<file path="src/rtl/if_pkg.sv">
// Shared types and constants for the instruction-fetch stage.
// Fetch entries pair an instruction word with the byte address it came from.
package if_pkg;

    localparam int XLEN    = 32;
    localparam int PC_STEP = 4;

    localparam logic [XLEN-1:0] DEFAULT_RESET_PC = '0;
    localparam logic [XLEN-1:0] PC_ALIGN_MASK    = ~XLEN'(PC_STEP - 1);

    typedef struct packed {
        logic            valid;
        logic [XLEN-1:0] instn;
        logic [XLEN-1:0] pc;
    } fetch_entry_t;

    // Sequential next address; wraps modulo 2^XLEN.
    function automatic logic [XLEN-1:0] pc_next(input logic [XLEN-1:0] pc);
        return pc + XLEN'(PC_STEP);
    endfunction

endpackage

</file>
<file path="src/rtl/fetch_skid_buffer.sv">
// One-entry holding register for a fetch response that could not enter the
// IF output register. Load wins over drain so a refill in the drain cycle sticks.
module fetch_skid_buffer
    import if_pkg::*;
(
    input  logic         i_clk,
    input  logic         i_reset,
    input  logic         i_flush,
    input  logic         i_load,
    input  logic         i_drain,
    input  fetch_entry_t i_entry,
    output fetch_entry_t o_entry
);

    fetch_entry_t r_entry;

    always_ff @(posedge i_clk) begin
        if (i_reset) begin
            r_entry <= '0;
        end else if (i_flush) begin
            r_entry.valid <= 1'b0;
        end else if (i_load) begin
            r_entry <= i_entry;
        end else if (i_drain) begin
            r_entry.valid <= 1'b0;
        end
    end

    assign o_entry = r_entry;

endmodule

</file>
<file path="src/rtl/if_fetch_unit.sv">
// IF-stage fetch initiator: owns the PC, issues one word fetch per cycle and
// presents responses to ID under a valid/stall handshake with a one-entry skid.
module if_fetch_unit
    import if_pkg::*;
#(
    parameter logic [XLEN-1:0] RESET_PC = DEFAULT_RESET_PC
) (
    input  logic            i_clk,
    input  logic            i_reset,
    input  logic            i_stall,
    input  logic            i_redirect,
    input  logic [XLEN-1:0] i_redirect_pc,
    output logic            o_imem_req,
    output logic [XLEN-1:0] o_imem_pc,
    input  logic [XLEN-1:0] i_imem_instn,
    output logic            o_if_valid,
    output logic [XLEN-1:0] o_if_instn,
    output logic [XLEN-1:0] o_if_pc,
    output logic [XLEN-1:0] o_if_nextpc
);

    logic [XLEN-1:0] r_pc;
    logic            r_inflight;
    logic [XLEN-1:0] r_inflight_pc;
    fetch_entry_t    r_out;
    logic [XLEN-1:0] r_out_nextpc;

    logic            w_req;
    logic            w_out_ready;
    logic            w_skid_load;
    logic            w_skid_drain;
    fetch_entry_t    w_resp;
    fetch_entry_t    w_skid;
    fetch_entry_t    w_out_next;

    // Requests stop during stall, so at most one response is ever outstanding.
    assign w_req       = !i_reset && !i_redirect && !i_stall;
    assign w_out_ready = !r_out.valid || !i_stall;

    assign w_resp = '{valid: r_inflight, instn: i_imem_instn, pc: r_inflight_pc};

    // Skid drains first to keep program order; a response arriving meanwhile takes its place.
    assign w_skid_drain = w_out_ready && w_skid.valid;
    assign w_skid_load  = r_inflight && (!w_out_ready || w_skid.valid);
    assign w_out_next   = w_skid.valid ? w_skid : w_resp;

    fetch_skid_buffer u_skid (
        .i_clk   (i_clk),
        .i_reset (i_reset),
        .i_flush (i_redirect),
        .i_load  (w_skid_load),
        .i_drain (w_skid_drain),
        .i_entry (w_resp),
        .o_entry (w_skid)
    );

    always_ff @(posedge i_clk) begin
        if (i_reset) begin
            r_pc          <= RESET_PC;
            r_inflight    <= 1'b0;
            r_inflight_pc <= '0;
            r_out         <= '0;
            r_out_nextpc  <= '0;
        end else if (i_redirect) begin
            // Response landing this cycle belongs to the squashed path.
            r_pc       <= i_redirect_pc & PC_ALIGN_MASK;
            r_inflight <= 1'b0;
            r_out.valid <= 1'b0;
        end else begin
            r_inflight <= w_req;
            if (w_req) begin
                r_pc          <= pc_next(r_pc);
                r_inflight_pc <= r_pc;
            end
            if (w_out_ready) begin
                r_out.valid <= w_out_next.valid;
                if (w_out_next.valid) begin
                    r_out.instn  <= w_out_next.instn;
                    r_out.pc     <= w_out_next.pc;
                    r_out_nextpc <= pc_next(w_out_next.pc);
                end
            end
        end
    end

    assign o_imem_req  = w_req;
    assign o_imem_pc   = r_pc;
    assign o_if_valid  = r_out.valid;
    assign o_if_instn  = r_out.instn;
    assign o_if_pc     = r_out.pc;
    assign o_if_nextpc = r_out_nextpc;

endmodule
</file>
<file path="config.mk">
export PLATFORM = sky130hd
export DESIGN_NAME = if_fetch_unit
export DESIGN_NICKNAME = d
export VERILOG_FILES = /design/src/rtl/if_pkg.sv /design/src/rtl/fetch_skid_buffer.sv /design/src/rtl/if_fetch_unit.sv
export SDC_FILE = /design/constraint.sdc
export NUM_CORES = 1
export LEC_CHECK = 0
export BUFFER_PORTS_ARGS = -buffer_cell sky130_fd_sc_hd__buf_2
export CORE_MARGIN = 1.5
export CORE_UTILIZATION = 30
export DETAILED_ROUTE_END_ITERATION = 6
export PLACE_DENSITY_LB_ADDON = 0.05
export SETUP_SLACK_MARGIN = 0.1
export SYNTH_ARGS = -nofsm -noshare
export SYNTH_HDL_FRONTEND = slang
export SYNTH_SLANG_ARGS = --single-unit
</file>
<file path="constraint.sdc">
create_clock -name i_clk -period 4.82 [get_ports i_clk]
set_clock_uncertainty 0.15 [all_clocks]
set_input_delay 0.482 -clock i_clk [delete_from_list [all_inputs] [get_ports i_clk]]
set_output_delay 0.482 -clock i_clk [all_outputs]
set_load 0.005 [all_outputs]
</file>
==> results of run 1 <==
[sequential cells by signal, indices dropped and copies added (netlist names)]
register and count:
o_if_pc 30, o_if_nextpc 30, r_inflight_pc 30, o_if_valid 1, r_inflight 1, o_imem_pc 30
o_if_instn 32, u_skid.o_entry 63
[layout by cell type, fill, tap and decap left out, types with 5 or more instances in the layout]
| cell | instances |
|---|---|
| conb_1 | 6 |
| nor4_2 | 6 |
| mux2_2 | 7 |
| and3_1 | 7 |
| inv_1 | 9 |
| nand3b_1 | 9 |
| nor3_1 | 19 |
| o21ai_0 | 41 |
| xnor2_1 | 35 |
| clkbuf_8 | 10 |
| nand3_1 | 45 |
| a21oi_1 | 98 |
| mux2i_1 | 60 |
| o22ai_1 | 7 |
| a211oi_1 | 71 |
| nor2_1 | 88 |
| nand2_1 | 245 |
| nor4_1 | 5 |
| nand4_1 | 23 |
| nor2b_1 | 5 |
| buf_4 | 11 |
| buf_2 | 188 |
| clkbuf_16 | 25 |
| dfxtp_1 | 216 |
| or3_1 | 8 |
[area by class of cell]
cell class,count,area [um^2],area share [%]
inverters,11,41.3,0.353
flip-flops and latches,217,4350,37.2
clock inverters,4,45.0,0.386
repair buffers,201,1050,9.03
clock buffers,38,774,6.63
multi-input cells,854,4910,42.1
well taps,402,503,4.31
[report_power, final]
part | leakage, uW | total [uW] | switching, uW | internal (uW)
registers | 0.00176 | 1890 | 48.7 | 1840
logic | 0.00200 | 243 | 145 | 98.5
clock network | 0.000409 | 1900 | 755 | 1150
[routing by layer]
metal	GRT usage (%)	routed length, um	up-vias
met5	0	0	-
met4	3.18	370	0
met3	2.64	1400	31
met2	23.2	11300	203
met1	27.5	15900	3851
li1	-	-	4408
[logic make-up (layout without fill, tap and decap cells)]
| group | after synthesis | after routing |
|---|---|---|
| AOI/OAI and AO/OA | 260 | 260 |
| xor gates and xnor gates | 36 | 36 |
| adders and majority gates | 2 | 2 |
| buffers and inverters | 110 | 254 |
| DFF | 217 | 217 |
| muxes | 67 | 67 |
| other | 1 | 6 |
| and+or+nand+nor | 483 | 483 |
[metrics by stage]
step	cell area [um^2]	total power, uW	cells	hold slack (ns)	setup slack, ns
after floorplan	9730	2060	1181	0.286	1.93
after global placement	10900	2170	1685	0.288	1.64
after detailed placement	10900	2170	1685	0.295	1.63
after CTS	11700	4110	1727	0.0285	1.61
after global routing	11700	4210	1727	0.0407	1.39
final	11700	4030	1727	0.0495	1.62
[worst reg2reg max path: cells and delay by family, from the launching register on]
kind | cells | cell delay, ns
adder cells (fa/ha/maj) | 1 | 0.22
multiplexers | 1 | 0.37
AO/OA/AOI/OAI | 1 | 0.47
AND/OR/NAND/NOR | 4 | 1.08
flip-flops | 1 | 0.86
[worst paths after layout]
path	startpoint	endpoint	slack, ns
setup / recovery	u_skid.o_entry[64]	o_if_nextpc[30]	1.62
hold / removal	i_redirect_pc[7]	o_imem_pc[7]	0.05
setup reg to reg	u_skid.o_entry[64]	o_if_nextpc[30]	1.62
hold reg to reg	o_if_nextpc[6]	o_if_nextpc[6]	0.30
==> impl_metrics.ini, run 1 <==
[sta]
slew_violations = 0
worst_pin_slew_ns = 0.793
max_freq_ghz = 0.313
fin_crit_ns = 3.20
setup_violations = 0
rsz0062_at_grt = no
hold_viol = 0
period_share_pct = 66.4
relSlewSlack_pct = 47.1
setup_tns_ns = 0

[setup_path]
slowest_delay_ns = 0.86
path_cells = mux2_2, ha_1, nand4_1, a22oi_2, nand3_1, or4_1, nand3_1
cp.arrival_ns = 3.51
crit_type = reg2reg
cpMaxStageDelayCell = dfxtp_4
worst-path-buf-inv = 0
startpoint_type = register
critPathTopFamily = simple AND/OR/NAND/NOR gates
cp.required_ns = 5.13
end_kind = register
crit_top_cell = nand3_1
cp_max_fo = 71
reg2reg_depth = 7
cp.depth = 7

[finish]
fill_cells = 3390
fin_util_pct = 36.8
drive_gt1_share_pct = 20.0
syn2layout_area_growth_pct = 20.3
num-nets-final = 1380
diodes = 0

[floorplanning]
std_cell_rows = 65
die-area_um2 = 33500
die_w_um = 183
io_pins = 198
initial_core_util_pct = 30.6
dieHeight_um = 183
core_um2 = 31700

[logic_synthesis]
synth_area_per_cell_um2 = 8.26
synthXorXnorAreaFrac_pct = 3.25
ys_types = 64
synth_top_family_by_area = simple AND/OR/NAND/NOR gates
synth_compound_area_share_pct = 16.9
syn_inst = 1176
synth_top_flop_cell = dfxtp_1
yosysWarningCount = 0
yosysMostFrequentCell = nand2_1
yosys_register_bits = 217
synth_edf_count = 0
synthMuxAreaShare_pct = 6.99
synth_fa_ha_area_share_pct = 0.258
async_flop_share_pct = 0
ys_top_cells_by_count = nand2_1, dfxtp_1, a21oi_1, nor2_1, a211oi_1
netlist_top_cells_area = dfxtp_1, nand2_1, mux2i_1
ys_seq_area_share_pct = 44.7
synth_top_area_share_pct = 44.7
yosysTopAreaCell = dfxtp_1
synthesis.area_um2 = 9710
synthSimpleGateAreaFrac_pct = 22.7

[placed_design]
port_buffers = 189
dp_hpwl_um = 19400
finalWeightedCongestion = 0.791

[clock_network]
cts_tree = done
clockRootBuffer = clkbuf_16
cts_resized = 0
cts_setup_buffers = 0
clockBufferDepth = 3
clkTransAtPathRegs_ns = 0.06
insertion_delay_ns = 0.52
cts_inserted_buffers = 25
cts_hold_buf = 0
cts_num_sinks = 217
htreeDepth = 1

[detailed_routing]
antenna_left = 0
wire_per_inst_um = 16.8
drc = 0
viasPerCell = 4.92
vias = 8493
wirelength_um = 29000
drt_iter0_drc = 455
first_pass_iters = 5

[global_route]
grt_pass1_vias = 7915
antenna_found_initial = 0
grt_max_degree = 152
grt_pass1_wl_um = 46000
grt.total_usage_pct = 17.0
gr-total-overflow = 0

[outcome]
outcome = completed

[min_path]
min_delay_path_depth = 3
hp-class = in2reg

[flow_run]
cap_violations = 0

[power]
ir_worst_vdd_v = 0.000235
p_per_area_nw_per_um2 = 345
power.leakage_uw = 0.00417
Note: power is estimated with default switching activity, not from simulation.
==> inputs of run 2 (changes only) <==
==> constraint.sdc (replaced) <==
create_clock -name i_clk -period 3.1 [get_ports i_clk]
set_clock_uncertainty 0.15 [all_clocks]
set_input_delay 0.31 -clock i_clk [delete_from_list [all_inputs] [get_ports i_clk]]
set_output_delay 0.31 -clock i_clk [all_outputs]
set_load 0.005 [all_outputs]
==> run 2 against run 1 <==
Clock-buffer cell count unchanged; fmax up 28%; utilization up 2.4 points; setup slack worse by 1.0 ns; sequential share of layout area down 2.3 points; combinational power up 84%; largest cell class unchanged; die area unchanged; via count up 4.4%; largest power group is now sequential cells; critical endpoint unchanged; critical path depth unchanged; highest routed layer unchanged; wire length up 1.8%; global-route usage up 0.25 points; sequential power up 55%.
==> impl_metrics.ini, run 2 (same netlist as run 1, synthesis figures left out) <==
[outcome]
outcome = completed

[setup_path]
cp_max_fo = 9
startpoint_type = register
path_cells = mux2_2, ha_1, nand4_1, a22oi_2, nand3_1, or4_1, nand3_1
crit_top_cell = nand3_1
slowest_delay_ns = 0.55
cpMaxStageDelayCell = or4_1
cp.arrival_ns = 2.82
crit_type = reg2reg
end_kind = register
cp.required_ns = 3.43

[global_route]
met3_usage_pct = 2.64
grt_pass1_wl_um = 46600
grt.total_usage_pct = 17.2
grt_pass1_vias = 8159
use_met1_pct = 27.0
grt-busiest-layer = met1
antenna_found_initial = 0
gr-total-overflow = 0
grt_max_degree = 92
gr-usage-met2_pct = 24.4

[finish]
largest_reg_flops = 63
num-nets-final = 1455
syn2layout_area_growth_pct = 28.0
final_cell_mix = nand2_1, dfxtp_1, buf_2, a21oi_1, nor2_1
final_common_cell = nand2_1
fill_cells = 3323
diodes = 0
drive_gt1_share_pct = 19.5

[placed_design]
port_buffers = 189
finalWeightedCongestion = 0.796
pre_cts_slack_ns = 0.602
dp_hpwl_um = 19900

[sta]
worst_pin_slew_ns = 0.727
fin_crit_ns = 2.49
hold_viol = 0
period_share_pct = 80.4
max_freq_ghz = 0.401
relSlewSlack_pct = 51.5
setup_tns_ns = 0
setup_ws_ns = 0.607
setup_violations = 0
slew_violations = 0
rsz0062_at_grt = no

[detailed_routing]
antenna_left = 0
wirelength_um = 29500
vias = 8868
drt_iter0_drc = 507
drc = 0
viasPerCell = 4.92
wire_per_inst_um = 16.3
first_pass_iters = 5

[power]
ir_worst_vdd_v = 0.000351
p_per_area_nw_per_um2 = 505
power.leakage_uw = 0.00449

[clock_network]
cts_num_sinks = 217
cts_resized = 0
cts_tree = done
cts_inserted_buffers = 26
insertion_delay_ns = 0.54
clockRootBuffer = clkbuf_16
clkTransAtPathRegs_ns = 0.06
clockBufferDepth = 3
htreeDepth = 1

[floorplanning]
core_um2 = 31700
initial_core_util_pct = 30.6
die_w_um = 183
die-area_um2 = 33500
dieHeight_um = 183
std_cell_rows = 65
io_pins = 198

[min_path]
hp-class = in2reg

[flow_run]
cap_violations = 0
==> run 2: changes by cell type in the layout (fill, tap and decap cells not counted), moves of 5 or more <==
cell / delta
clkbuf_8: -7
clkbuf_1: +6
buf_4: +6
buf_12: +5
dlygate4sd3_1: +63
==> run 2: report_power, final <==
part           total (uW)  internal (uW)  leakage (uW)  switching (uW)
Combinational         448            211       0.00234             238
Sequential           2930           2860       0.00176            77.1
Clock                2890           1700      0.000389            1200
==> run 2: routing by layer <==
layer  routed length (um)  vias to the layer above  part of all wire (%)
met5                    0                        -                     0
met4                  455                        0                   1.5
met3                 1320                       37                   4.5
met2                12000                      202                    41
met1                15800                     4062                    53
li1                     -                     4567                     -
==> run 2: final cells by class <==
class                      instances  area, um^2  area share (%)
sequential                       217        4350            35.0
inverter                          11        41.3           0.332
multi-input combinational        854        4910            39.5
clock buffer                      38         726            5.84
tap                              402         503            4.04
clock inverter                     7        73.8           0.594
timing repair buffer             275        1830            14.7
==> run 2: path summary, 6_finish.rpt <==
check,from,endpoint,slack (ns),cells after the start
max reg2reg,u_skid.o_entry[64],o_if_nextpc[30],0.61,7
min,i_reset,o_imem_pc[5],0.02,2
max,u_skid.o_entry[64],o_if_nextpc[30],0.61,7
min reg2reg,o_if_nextpc[6],o_if_nextpc[6],0.30,2
==> run 2: what timing repair did <==
action	4_1_cts	5_1_grt
buffers inserted	0	0
hold buffers	63	0
endpoints found under the hold margin	94	0
==> run 2: through the flow <==
step	area, um^2	power (uW)	hold WS, ns	cells	utilization, %
2_1_floorplan	9730	3200	0.286	1181	-
3_3_place_gp	11000	3390	0.291	1696	34.7
3_5_place_dp	11000	3390	0.295	1696	34.7
4_1_cts	12400	6400	0.000201	1804	39.2
5_1_grt	12400	6560	0.0168	1804	39.2
6_report	12400	6280	0.0203	1804	39.2
==> run 2: worst max-delay path: cells and delay by family (launching register included) <==
family	cells	cell delay [ns]
flops	1	0.38
compound gates	1	0.43
mux	1	0.27
simple gates	4	1.00
fa+ha+maj	1	0.22
